**src/rtl/pipe_de_skid_reg.sv**
```systemverilog
// Decode/execute pipeline register with a two-entry skid buffer, registered o_ready and flush.
// Optional stall-cycle counter is built when PIPE_DE_STALL_CNT_EN is defined.
module pipe_de_skid_reg #(
  parameter int unsigned DATA_W = 32,
  parameter int unsigned PC_W   = 8,
  parameter int unsigned RN_W   = 5,
  parameter int unsigned ALUC_W = 4
) (
  input  logic              clk,
  input  logic              rst,
  input  logic              i_valid,
  output logic              o_ready,
  input  logic              i_ready,
  output logic              o_valid,
  input  logic              i_flush,
  input  logic              i_wreg,
  input  logic              i_m2reg,
  input  logic              i_wmem,
  input  logic              i_aluimm,
  input  logic              i_shift,
  input  logic              i_jal,
  output logic              o_wreg,
  output logic              o_m2reg,
  output logic              o_wmem,
  output logic              o_aluimm,
  output logic              o_shift,
  output logic              o_jal,
  input  logic [ALUC_W-1:0] i_aluc,
  output logic [ALUC_W-1:0] o_aluc,
  input  logic [DATA_W-1:0] i_a,
  input  logic [DATA_W-1:0] i_b,
  input  logic [DATA_W-1:0] i_imm,
  output logic [DATA_W-1:0] o_a,
  output logic [DATA_W-1:0] o_b,
  output logic [DATA_W-1:0] o_imm,
  input  logic [RN_W-1:0]   i_rn,
  input  logic [RN_W-1:0]   i_sa,
  output logic [RN_W-1:0]   o_rn,
  output logic [RN_W-1:0]   o_sa,
  input  logic [PC_W-1:0]   i_pc4,
  output logic [PC_W-1:0]   o_pc4,
  input  logic              i_cnt_clr,
  output logic [15:0]       o_stall_cnt
);

  localparam int unsigned PayW = 6 + ALUC_W + 3 * DATA_W + 2 * RN_W + PC_W;

  typedef enum logic [1:0] {StEmpty, StOne, StTwo} state_e;

  state_e          state_q, state_d;
  logic            ready_q;
  logic [PayW-1:0] main_q, skid_q, in_pay;
  logic            load_main, load_skid, main_from_skid;
  logic            accept, drain, valid;
  logic            m_wreg, m_m2reg, m_wmem, m_jal;

  assign in_pay = {i_wreg, i_m2reg, i_wmem, i_aluimm, i_shift, i_jal,
                   i_aluc, i_a, i_b, i_imm, i_rn, i_sa, i_pc4};

  assign valid  = (state_q != StEmpty);
  assign accept = i_valid && ready_q;
  assign drain  = valid && i_ready;

  // State register; o_ready is a flop so no path exists from i_ready.
  always_ff @(posedge clk or negedge rst) begin
    if (!rst) begin
      state_q <= StEmpty;
      ready_q <= 1'b0;
    end else begin
      state_q <= state_d;
      ready_q <= (state_d != StTwo);
    end
  end

  always_comb begin
    state_d        = state_q;
    load_main      = 1'b0;
    load_skid      = 1'b0;
    main_from_skid = 1'b0;
    unique case (state_q)
      StEmpty: begin
        if (accept) begin
          state_d   = StOne;
          load_main = 1'b1;
        end
      end
      StOne: begin
        if (accept && drain) begin
          load_main = 1'b1;
        end else if (accept) begin
          state_d   = StTwo;
          load_skid = 1'b1;
        end else if (drain) begin
          state_d = StEmpty;
        end
      end
      StTwo: begin
        if (drain) begin
          state_d        = StOne;
          main_from_skid = 1'b1;
        end
      end
      default: state_d = StEmpty;
    endcase
    // Flush kills everything held plus any same-cycle input.
    if (i_flush) begin
      state_d        = StEmpty;
      load_main      = 1'b0;
      load_skid      = 1'b0;
      main_from_skid = 1'b0;
    end
  end

  always_ff @(posedge clk or negedge rst) begin
    if (!rst) begin
      main_q <= '0;
      skid_q <= '0;
    end else begin
      if (load_main) begin
        main_q <= in_pay;
      end else if (main_from_skid) begin
        main_q <= skid_q;
      end
      if (load_skid) begin
        skid_q <= in_pay;
      end
    end
  end

  assign {m_wreg, m_m2reg, m_wmem, o_aluimm, o_shift, m_jal,
          o_aluc, o_a, o_b, o_imm, o_rn, o_sa, o_pc4} = main_q;

  // Side-effecting controls read as a bubble whenever nothing valid is held.
  always_comb begin
    o_valid = valid;
    o_ready = ready_q;
    o_wreg  = m_wreg & valid;
    o_m2reg = m_m2reg & valid;
    o_wmem  = m_wmem & valid;
    o_jal   = m_jal & valid;
  end

`ifdef PIPE_DE_STALL_CNT_EN
  logic [15:0] stall_cnt_q;

  always_ff @(posedge clk or negedge rst) begin
    if (!rst) begin
      stall_cnt_q <= '0;
    end else if (i_cnt_clr) begin
      stall_cnt_q <= '0;
    end else if (valid && !i_ready && !i_flush && (stall_cnt_q != 16'hFFFF)) begin
      stall_cnt_q <= stall_cnt_q + 16'd1;
    end
  end

  assign o_stall_cnt = stall_cnt_q;
`else
  logic unused_cnt_clr;
  assign unused_cnt_clr = i_cnt_clr;
  assign o_stall_cnt    = '0;
`endif

endmodule

```
**config.mk**
```make
export PLATFORM = sky130hd
export DESIGN_NAME = pipe_de_skid_reg
export DESIGN_NICKNAME = d
export VERILOG_FILES = /design/src/rtl/pipe_de_skid_reg.sv
export SDC_FILE = /design/constraint.sdc
export NUM_CORES = 1
export LEC_CHECK = 0
export ABC_AREA = 1
export CAP_MARGIN = 30
export CORE_MARGIN = 4
export CORE_UTILIZATION = 35
export DETAILED_ROUTE_END_ITERATION = 7
export PLACE_DENSITY = 0.68
export SETUP_SLACK_MARGIN = 0.02
export SYNTH_ARGS = -nofsm -noshare
export SYNTH_HDL_FRONTEND = slang
export SYNTH_SLANG_ARGS = --single-unit
```
**constraint.sdc**
```tcl
create_clock -name clk -period 2 [get_ports clk]
set_input_delay 0.5 -clock clk [delete_from_list [all_inputs] [get_ports clk]]
set_output_delay 0.5 -clock clk [all_outputs]
set_load 0.005 [all_outputs]
```
==> results.yml, run 1 <==
run_status:
  outcome: "finished clean"
sta:
  timing.final.crit_share: 0.970
  setup_slack_ns: 0.0606
  finClkSkew_ns: 0.00791
  finalSetupTns_ns: 0
  setup_violations: 0
  fin_worst_hold_slack_ns: 0.458
  period_minus_slack_ns: 1.94
  timing.final.max_slew_violations: 0
  setup_repair_after_global_routing_missed_its_margin: "true"
  report.final.hold_viol_count: 0
  fmaxAchievable_mhz: 516
logic_synthesis:
  number_of_synthesized_register_bits: 251
  post_syn_instances: 1422
  yosysWarnings: 0
  synth.avg_cell_area_um2: 8.63
  synth.yosys.seq_area_share: 0.512
  synthesis.area_um2: 12300
  netlist-cell-type-count: 17
die:
  chipWidth_um: 195
  num_io_pins: 272
  die_area_um2: 38100
  placementRows: 68
  chipHeight_um: 195
  floorplan.initialDensity: 0.355
  coreArea_um2: 34500
min_path:
  holdCritPathClass: "in -> async"
global_routing:
  number_of_global_route_vias_before_repair: 10300
  overall_track_demand_over_capacity_in_global_routing: 0.188
  grt_start_max_net_pins: 64
  grt_pass1_wl_um: 59300
  overflow: 0
  antenna_found_initial: 3
drt:
  detailedRoute.firstPassIterationCount: 6
  drt-total-wl_um: 37300
  met1Wirelength_um: 15100
  wl_met2_um: 18400
  wl_per_cell_um: 18.7
  post_detailed_route_via_to_cell_ratio: 5.44
  routed_vias: 10800
  route.detailed.drc: 0
  first_iter_violations: 836
  route.top_layer_used: "met5"
  drt.antenna.violating_nets: 0
  detailroute.wirelength.met3_um: 2270
setup_path:
  critical_path_arrival_ns: 1.44
  crit_path_cell_trace: "clkdlybuf4s50_1"
  crit_path_end_kind: "output pin"
  crit_path_top_delay_cell: "sky130_fd_sc_hd__clkdlybuf4s50_1"
  path_max_fanout: 2
  cp_top_family: "buffers and inverters"
  required_time_of_the_critical_path_ns: 1.50
  critical_path_class: "reg -> out"
  worstPathBufferInverterCount: 1
  critical_path.startpoint_type: "register"
  biggest_cell_delay_along_the_critical_path_ns: 0.55
job:
  maxCapViolCount: 0
clock_network:
  cts_num_sinks: 251
  clock_insertion_delay_worst_skew_ns: 0.55
  clock_transition_at_the_registers_of_the_reported_paths_ns: 0.06
  cts_root_buffer: "sky130_fd_sc_hd__clkbuf_16"
  cts_made_buffers: 29
  cts_tree: "built"
  htree_levels: 1
  cts.path.max_buffers: 3
power:
  static-leakage-power_uw: 0.00747
  power.ir.vdd_worst_mv: 0.721
  cellPowerDensity_nw_per_um2: 974
placement:
  gp_congestion: 0.804
  post-place-ws_ns: -0.109
  io_buffers: 254
  place.detailed.hpwl_um: 23800
  dp_cells: 1939
layout:
  area_delta_synth_final_pct: 27.0
  count_of_placed_standard_cells_in_the_final_layout_fillers_left_out: 1992
  layout.nets: 1647
  final_layout_size_suffix_gt1_frac: 0.0782
  filler_cell_count: 3360
stage by stage:
stage	area, um^2	power [uW]	utilization
global route	15600	16000	0.451
floorplan	12300	8850	-
detailed placement	14600	10300	0.424
global placement	14600	10200	0.424
CTS	15500	15400	0.450
finish	15600	15200	0.451
what timing repair did:
item	in CTS	in global routing
buffers inserted	1	0
setup endpoints to repair	22	23
resized for setup	34	21
hold buffers	1	0
pin swaps	0	0
endpoints found under the hold margin	38	0
path summary, 6_finish.rpt:
| kind | from | to | slack, ns | cells after the start |
|---|---|---|---|---|
| setup / recovery | main_q[75]$_DFFE_PN0P_ | o_b[25] | 0.06 | 1 |
| hold / removal | rst | main_q[11]$_DFFE_PN0P_ | 0.46 | 2 |
| setup reg to reg | state_q[1]$_DFF_PN0_ | main_q[112]$_DFFE_PN0P_ | 0.44 | 6 |
| hold reg to reg | skid_q[86]$_DFFE_PN0P_ | skid_q[86]$_DFFE_PN0P_ | 0.47 | 2 |
| max in group asynchronous | rst | main_q[81]$_DFFE_PN0P_ | 0.83 | 3 |
| min in group clk | skid_q[86]$_DFFE_PN0P_ | skid_q[86]$_DFFE_PN0P_ | 0.47 | 2 |
cells in the mapped netlist (all sizes together):
library cell  number  share of area
nor2              10         0.0055
nand4            124          0.063
o21ai              1        0.00041
buf              204           0.11
conb               1        0.00031
nand2            259          0.079
clkbuf            62          0.019
inv               13         0.0040
nand3            497           0.20
dfrtp            251           0.51
area by class of cell:
class / count / area [um^2] / share of cell area
diodes: 2 / 5.00 / 0.000321
clock buffers: 36 / 772 / 0.0495
clock inverters: 13 / 131 / 0.00843
inverters: 13 / 51.3 / 0.00329
multi-input cells: 907 / 4400 / 0.283
flip-flops and latches: 251 / 6280 / 0.403
well taps: 455 / 569 / 0.0365
repair buffers: 315 / 3370 / 0.216
state kept, by name (all words and copies together) (netlist names):
register	cells
skid_q	124
state_q	2
main_q	124
o_ready	1
power by group:
part	internal, uW	switching (uW)	leakage [uW]
Combinational	1640	1540	0.00387
Clock	2980	2110	0.000443
Sequential	6250	663	0.00315
Total	10900	4310	0.00747
per-layer routing:
layer,vias to the layer above,global-route usage
met5,-,0
met4,2,0.0683
met3,76,0.0280
met2,432,0.313
met1,5352,0.249
li1,4970,-
cell usage in the layout (no fill, tap or decap), types with 2 or more instances in the layout:
cell type,Yosys,final
sky130_fd_sc_hd__diode_2,0,2
sky130_fd_sc_hd__nand2_4,0,3
sky130_fd_sc_hd__inv_1,11,11
sky130_fd_sc_hd__nand3_1,496,496
sky130_fd_sc_hd__dlygate4sd2_1,0,17
sky130_fd_sc_hd__nor2_4,4,4
sky130_fd_sc_hd__clkbuf_8,0,2
sky130_fd_sc_hd__clkbuf_16,0,29
sky130_fd_sc_hd__clkinvlp_4,0,2
sky130_fd_sc_hd__bufinv_16,0,2
sky130_fd_sc_hd__dlymetal6s2s_1,0,19
sky130_fd_sc_hd__buf_4,142,31
sky130_fd_sc_hd__nand2_1,258,256
sky130_fd_sc_hd__clkinv_2,0,6
sky130_fd_sc_hd__dfrtp_1,251,251
sky130_fd_sc_hd__buf_2,43,4
sky130_fd_sc_hd__nor2_1,6,6
sky130_fd_sc_hd__buf_12,0,29
sky130_fd_sc_hd__conb_1,1,16
sky130_fd_sc_hd__clkdlybuf4s50_1,0,212
sky130_fd_sc_hd__nand4_1,124,124
sky130_fd_sc_hd__clkbuf_1,62,5
sky130_fd_sc_hd__inv_6,0,2
cells by family (layout without fill, tap and decap cells):
kind of cell | after synthesis | count (layout) | synth area share
and+or+nand+nor | 890 | 890 | 0.351
DFF | 251 | 251 | 0.512
AOI/OAI and AO/OA | 1 | 1 | 0.000407
buffers and inverters | 279 | 377 | 0.136
other | 1 | 18 | 0.000306
No activity file was read; power rests on OpenSTA's default activity.
==> inputs of run 2 (changes only) <==
CORE_MARGIN = 3   (was 4)
==> run 2 against run 1 <==
Net effect: clock skew up 0.021 ns; sequential power about the same; cell count grew 0.45%; non-clock buffer count grew 6; combinational power barely moved; via count decreased by 0.74%; sequential cell count is the same; hold slack worse by 0.0021 ns; die area decreased by 2.0%; worst setup slack lost 0.059 ns; fmax fell by 3.0%.
==> results.yml, run 2 (synthesized netlist as in run 1, its figures left out) <==
sta:
  finalSetupTns_ns: 0
  period_minus_slack_ns: 2.00
  timing.final.crit_share: 0.999
  finClkSkew_ns: 0.0294
  setup_repair_after_global_routing_missed_its_margin: "true"
  timing.final.max_slew_violations: 0
  fmaxAchievable_mhz: 500
  report.final.hold_viol_count: 0
  setup_slack_ns: 0.00156
  setup_violations: 0
drt:
  detailedRoute.firstPassIterationCount: 5
  routed_vias: 10800
  first_iter_violations: 821
  wl_per_cell_um: 18.5
  route.detailed.drc: 0
  route.top_layer_used: "met4"
  met1Wirelength_um: 15200
  detailroute.wirelength.met3_um: 2350
  post_detailed_route_via_to_cell_ratio: 5.37
  drt-total-wl_um: 37000
  wl_met2_um: 18200
  drt.antenna.violating_nets: 0
die:
  coreArea_um2: 34000
  chipWidth_um: 193
  num_io_pins: 272
  floorplan.initialDensity: 0.361
  placementRows: 67
  chipHeight_um: 193
  die_area_um2: 37300
power:
  power.ir.vdd_worst_mv: 0.599
  cellPowerDensity_nw_per_um2: 998
  static-leakage-power_uw: 0.00762
clock_network:
  cts_made_buffers: 29
  cts.path.max_buffers: 3
  clock_insertion_delay_worst_skew_ns: 0.56
  cts_root_buffer: "sky130_fd_sc_hd__clkbuf_16"
  clock_transition_at_the_registers_of_the_reported_paths_ns: 0.06
  cts_tree: "built"
  cts_num_sinks: 251
  htree_levels: 1
setup_path:
  crit_path_cell_trace: "nor2_1 -> buf_4 -> buf_6 -> nor2_1 -> buf_2"
  crit_top_cell: "sky130_fd_sc_hd__nor2_1"
  worstPathBufferInverterCount: 3
  biggest_cell_delay_along_the_critical_path_ns: 0.41
  path_max_fanout: 3
  required_time_of_the_critical_path_ns: 1.50
  cp_top_family: "flip-flops"
  critical_path_class: "reg -> out"
  critical_path.startpoint_type: "register"
  crit_path_top_delay_cell: "sky130_fd_sc_hd__dfrtp_1"
  crit_path_end_kind: "output pin"
  critical_path_arrival_ns: 1.50
layout:
  layout.nets: 1653
  count_of_placed_standard_cells_in_the_final_layout_fillers_left_out: 2001
  final_layout_size_suffix_gt1_frac: 0.0867
  reg_top3: "main_q: 124 flops, skid_q: 124 flops, state_q: 2 flops"
  multiInputGateArea_um2: 4410
  filler_cell_count: 3266
  seqCellArea_um2: 6280
  area_delta_synth_final_pct: 29.0
  final_design_area_no_fill_um2: 15800
  mostFrequentLayoutCells: "sky130_fd_sc_hd__nand3_1 (496), sky130_fd_sc_hd__nand2_1 (256), sky130_fd_sc_hd__dfrtp_1 (251)"
  final_common_cell: "sky130_fd_sc_hd__nand3_1"
global_routing:
  grt_pass1_wl_um: 59000
  antenna_found_initial: 7
  grt_start_max_net_pins: 57
  overflow: 0
  overall_track_demand_over_capacity_in_global_routing: 0.190
  number_of_global_route_vias_before_repair: 10400
job:
  maxCapViolCount: 0
placement:
  gp_congestion: 0.788
  dp_cells: 1933
  place.detailed.hpwl_um: 23100
  io_buffers: 254
  placement.cell_area_um2: 14700
  post-place-ws_ns: -0.108
min_path:
  holdCritPathClass: "in -> async"
run_status:
  outcome: "finished clean"
## run 2: what timing repair did
item	in CTS	in global routing
endpoints found under the hold margin	36	0
resized for setup	38	26
buffers inserted	1	5
pin swaps	1	0
hold buffers	1	0
setup endpoints to repair	22	30
## run 2: routing by layer
metal  up-vias  global-route usage
li1       4985                   -
met1      5254               0.261
met2       445               0.309
met3        68              0.0266
met4         0              0.0667
met5         -                   0
## run 2: cell type report
| cell class | count | share of cell area |
|---|---|---|
| sequential | 251 | 0.397 |
| clock inverter | 15 | 0.0138 |
| timing repair buffer | 321 | 0.220 |
| antenna | 7 | 0.00111 |
| clock buffer | 39 | 0.0514 |
| tap | 448 | 0.0354 |
| multi-input combinational | 907 | 0.279 |
| inverter | 13 | 0.00324 |
## run 2: where the power goes
part	switching, uW	leakage (uW)	internal [uW]
Sequential	667	0.00315	6250
Combinational	1530	0.00397	1660
Clock	2180	0.000495	3500
Total	4380	0.00762	11400
## run 2: path summary, 6_finish.rpt
kind	start	to	slack, ns	cells past startpoint
worst max-delay path	state_q[1]$_DFF_PN0_	o_wmem	0.002	5
worst min-delay path	rst	main_q[4]$_DFFE_PN0P_	0.46	2
worst max register to register	state_q[1]$_DFF_PN0_	main_q[113]$_DFFE_PN0P_	0.42	6
worst min register to register	skid_q[83]$_DFFE_PN0P_	skid_q[83]$_DFFE_PN0P_	0.47	2
max in group asynchronous	rst	main_q[85]$_DFFE_PN0P_	0.87	3
min in group clk	skid_q[83]$_DFFE_PN0P_	skid_q[83]$_DFFE_PN0P_	0.47	2
## run 2: through the flow
stage,util,power [uW],hold WS [ns]
2_1_floorplan,-,8850,0.204
3_3_place_gp,0.432,10200,0.440
3_5_place_dp,0.432,10300,0.440
4_1_cts,0.462,16000,0.448
5_1_grt,0.465,16600,0.458
6_report,0.465,15800,0.456
==> patch, RTL diff (flow settings as in run 1) <==
The parameter `RN_W` goes from 5 to 10.
--- a/src/rtl/pipe_de_skid_reg.sv
+++ b/src/rtl/pipe_de_skid_reg.sv
@@ -3,7 +3,7 @@
 module pipe_de_skid_reg #(
   parameter int unsigned DATA_W = 32,
   parameter int unsigned PC_W   = 8,
-  parameter int unsigned RN_W   = 5,
+  parameter int unsigned RN_W   = 10,
   parameter int unsigned ALUC_W = 4
 ) (
   input  logic              clk,
Ports: changed (resized i_rn, i_sa, o_rn and o_sa); port bits go from 272 to 292. The function was not compared with the original's and may differ.
==> patch against run 1 <==
Critical path depth grew 3. Largest cell class unchanged. Global-route usage is 0.10 points higher. Critical endpoint is now o_wmem. Count of clock-buffer cells in the layout rose by 9. Sequential cell count grew 20. Routed wire length up 7.7%. Synthesized area increased by 7.5%. Setup slack is essentially flat. Power is 7.8% higher. Clock power up 7.5%. Cell area up 9.5%. Register-to-register slack worse by 0.04 ns.
==> patch: results (changes against run 1) <==
| Metric | Value |
|---|---|
| Crit. Startpoint | `state_q[0]$_DFF_PN0_` |
| Slowest Stage Delay on Critical Path | `0.40 ns (-0.15 ns)` |
| Post-DP Area | `15970 µm² (+9.0%)` |
| Worst R2R End | `main_q[111]$_DFFE_PN0P_` |
| Total Routing Usage GR | `18.86% (+0.10 points)` |
| Pre-CTS WS | `-0.07491 ns (+0.03442 ns)` |
| GR Layer Usage met2 | `29.78% (-1.6 points)` |
| Fmax | `0.5155 GHz (about the same)` |
| Drt first pass iters | `5 (-1)` |
| First-pass GRT wire length | `63.93 mm (+7.8%)` |
| Clock share of power | `33.4% (about the same)` |
| Status | `completed` |
| Initial antenna violation count | `4 (+1)` |
| CTS buffer count | `30 (+3.4%)` |
| Switching Fraction | `28.51% (+0.10 points)` |
| Fillers | `3482 (+3.6%)` |
| Synth unique cells | `16 (-1)` |
| Register area share after synthesis | `51.43% (+0.25 points)` |
| Final net count | `1793 (+8.9%)` |
| GPL Wtd Cong | `0.8080 (+0.45%)` |
| Vias/cell | `5.376 (-1.1%)` |
| Met1 WL | `16.97 mm (+12%)` |
| Crit-path slowest cell | `dfrtp_1` |
| Post-Synthesis Cells | `1533 (+7.8%)` |
| GR Util met3 | `5.343% (+2.5 points)` |
| Top post-synthesis cells by area | `dfrtp_1 (51%), nand3_1 (20%), buf_4 (8.7%), nand2_1 (7.9%), nand4_1 (6.4%)` |
| WL met3 | `3.967 mm (+75%)` |
| Tot Pwr | `0.01637 W (+7.8%)` |
| CP Max Fanout | `3 (+1)` |
| ANT cells | `0 (-2)` |
| Commonest cells in the netlist | `nand3_1 (536), nand2_1 (277), dfrtp_1 (271)` |
| Placed cells | `2114 (+9.0%)` |
| Max Clock Skew | `0.02585 ns (+0.01794 ns)` |
| # port buffers | `274 (+7.9%)` |
| Biggest registers after layout | `main_q (134), skid_q (134), state_q (2)` |
| Share of cells above drive strength 1 | `9.254% (+1.4 points)` |
| Worst setup endpoint | `o_wmem` |
| R2r setup slk | `0.40 ns (-0.04 ns)` |
## patch: what timing repair did
item,CTS,global route
buffers inserted,5,5
resized for setup,63,41
hold endpoints to repair,23,0
pin swaps,1,0
setup endpoints to repair,42,45
hold buffers,1,0
## patch: kinds of logic (layout without fill, tap and decap cells)
kind of cell | after synthesis | in the layout | share of synthesized area, %
compound gates | 1 | 1 | 0.03792
buf+inv | 300 | 427 | 13.29
flops | 271 | 271 | 51.43
other cells | 1 | 16 | 0.02844
simple gates | 960 | 960 | 35.21
## patch: cell type report
| cell class | count | share of cell area, % |
|---|---|---|
| tap | 504 | 3.694 |
| multi-input combinational | 977 | 27.87 |
| timing repair buffer | 360 | 22.70 |
| clock buffer | 45 | 5.262 |
| clock inverter | 9 | 0.4397 |
| sequential | 271 | 39.73 |
| inverter | 13 | 0.3005 |
## patch: critical path, delay by kind of cell, from the launching register on
family | cells | cell delay (ns)
AND/OR/NAND/NOR | 2 | 0.24
buffers and inverters | 2 | 0.25
flip-flops | 1 | 0.40
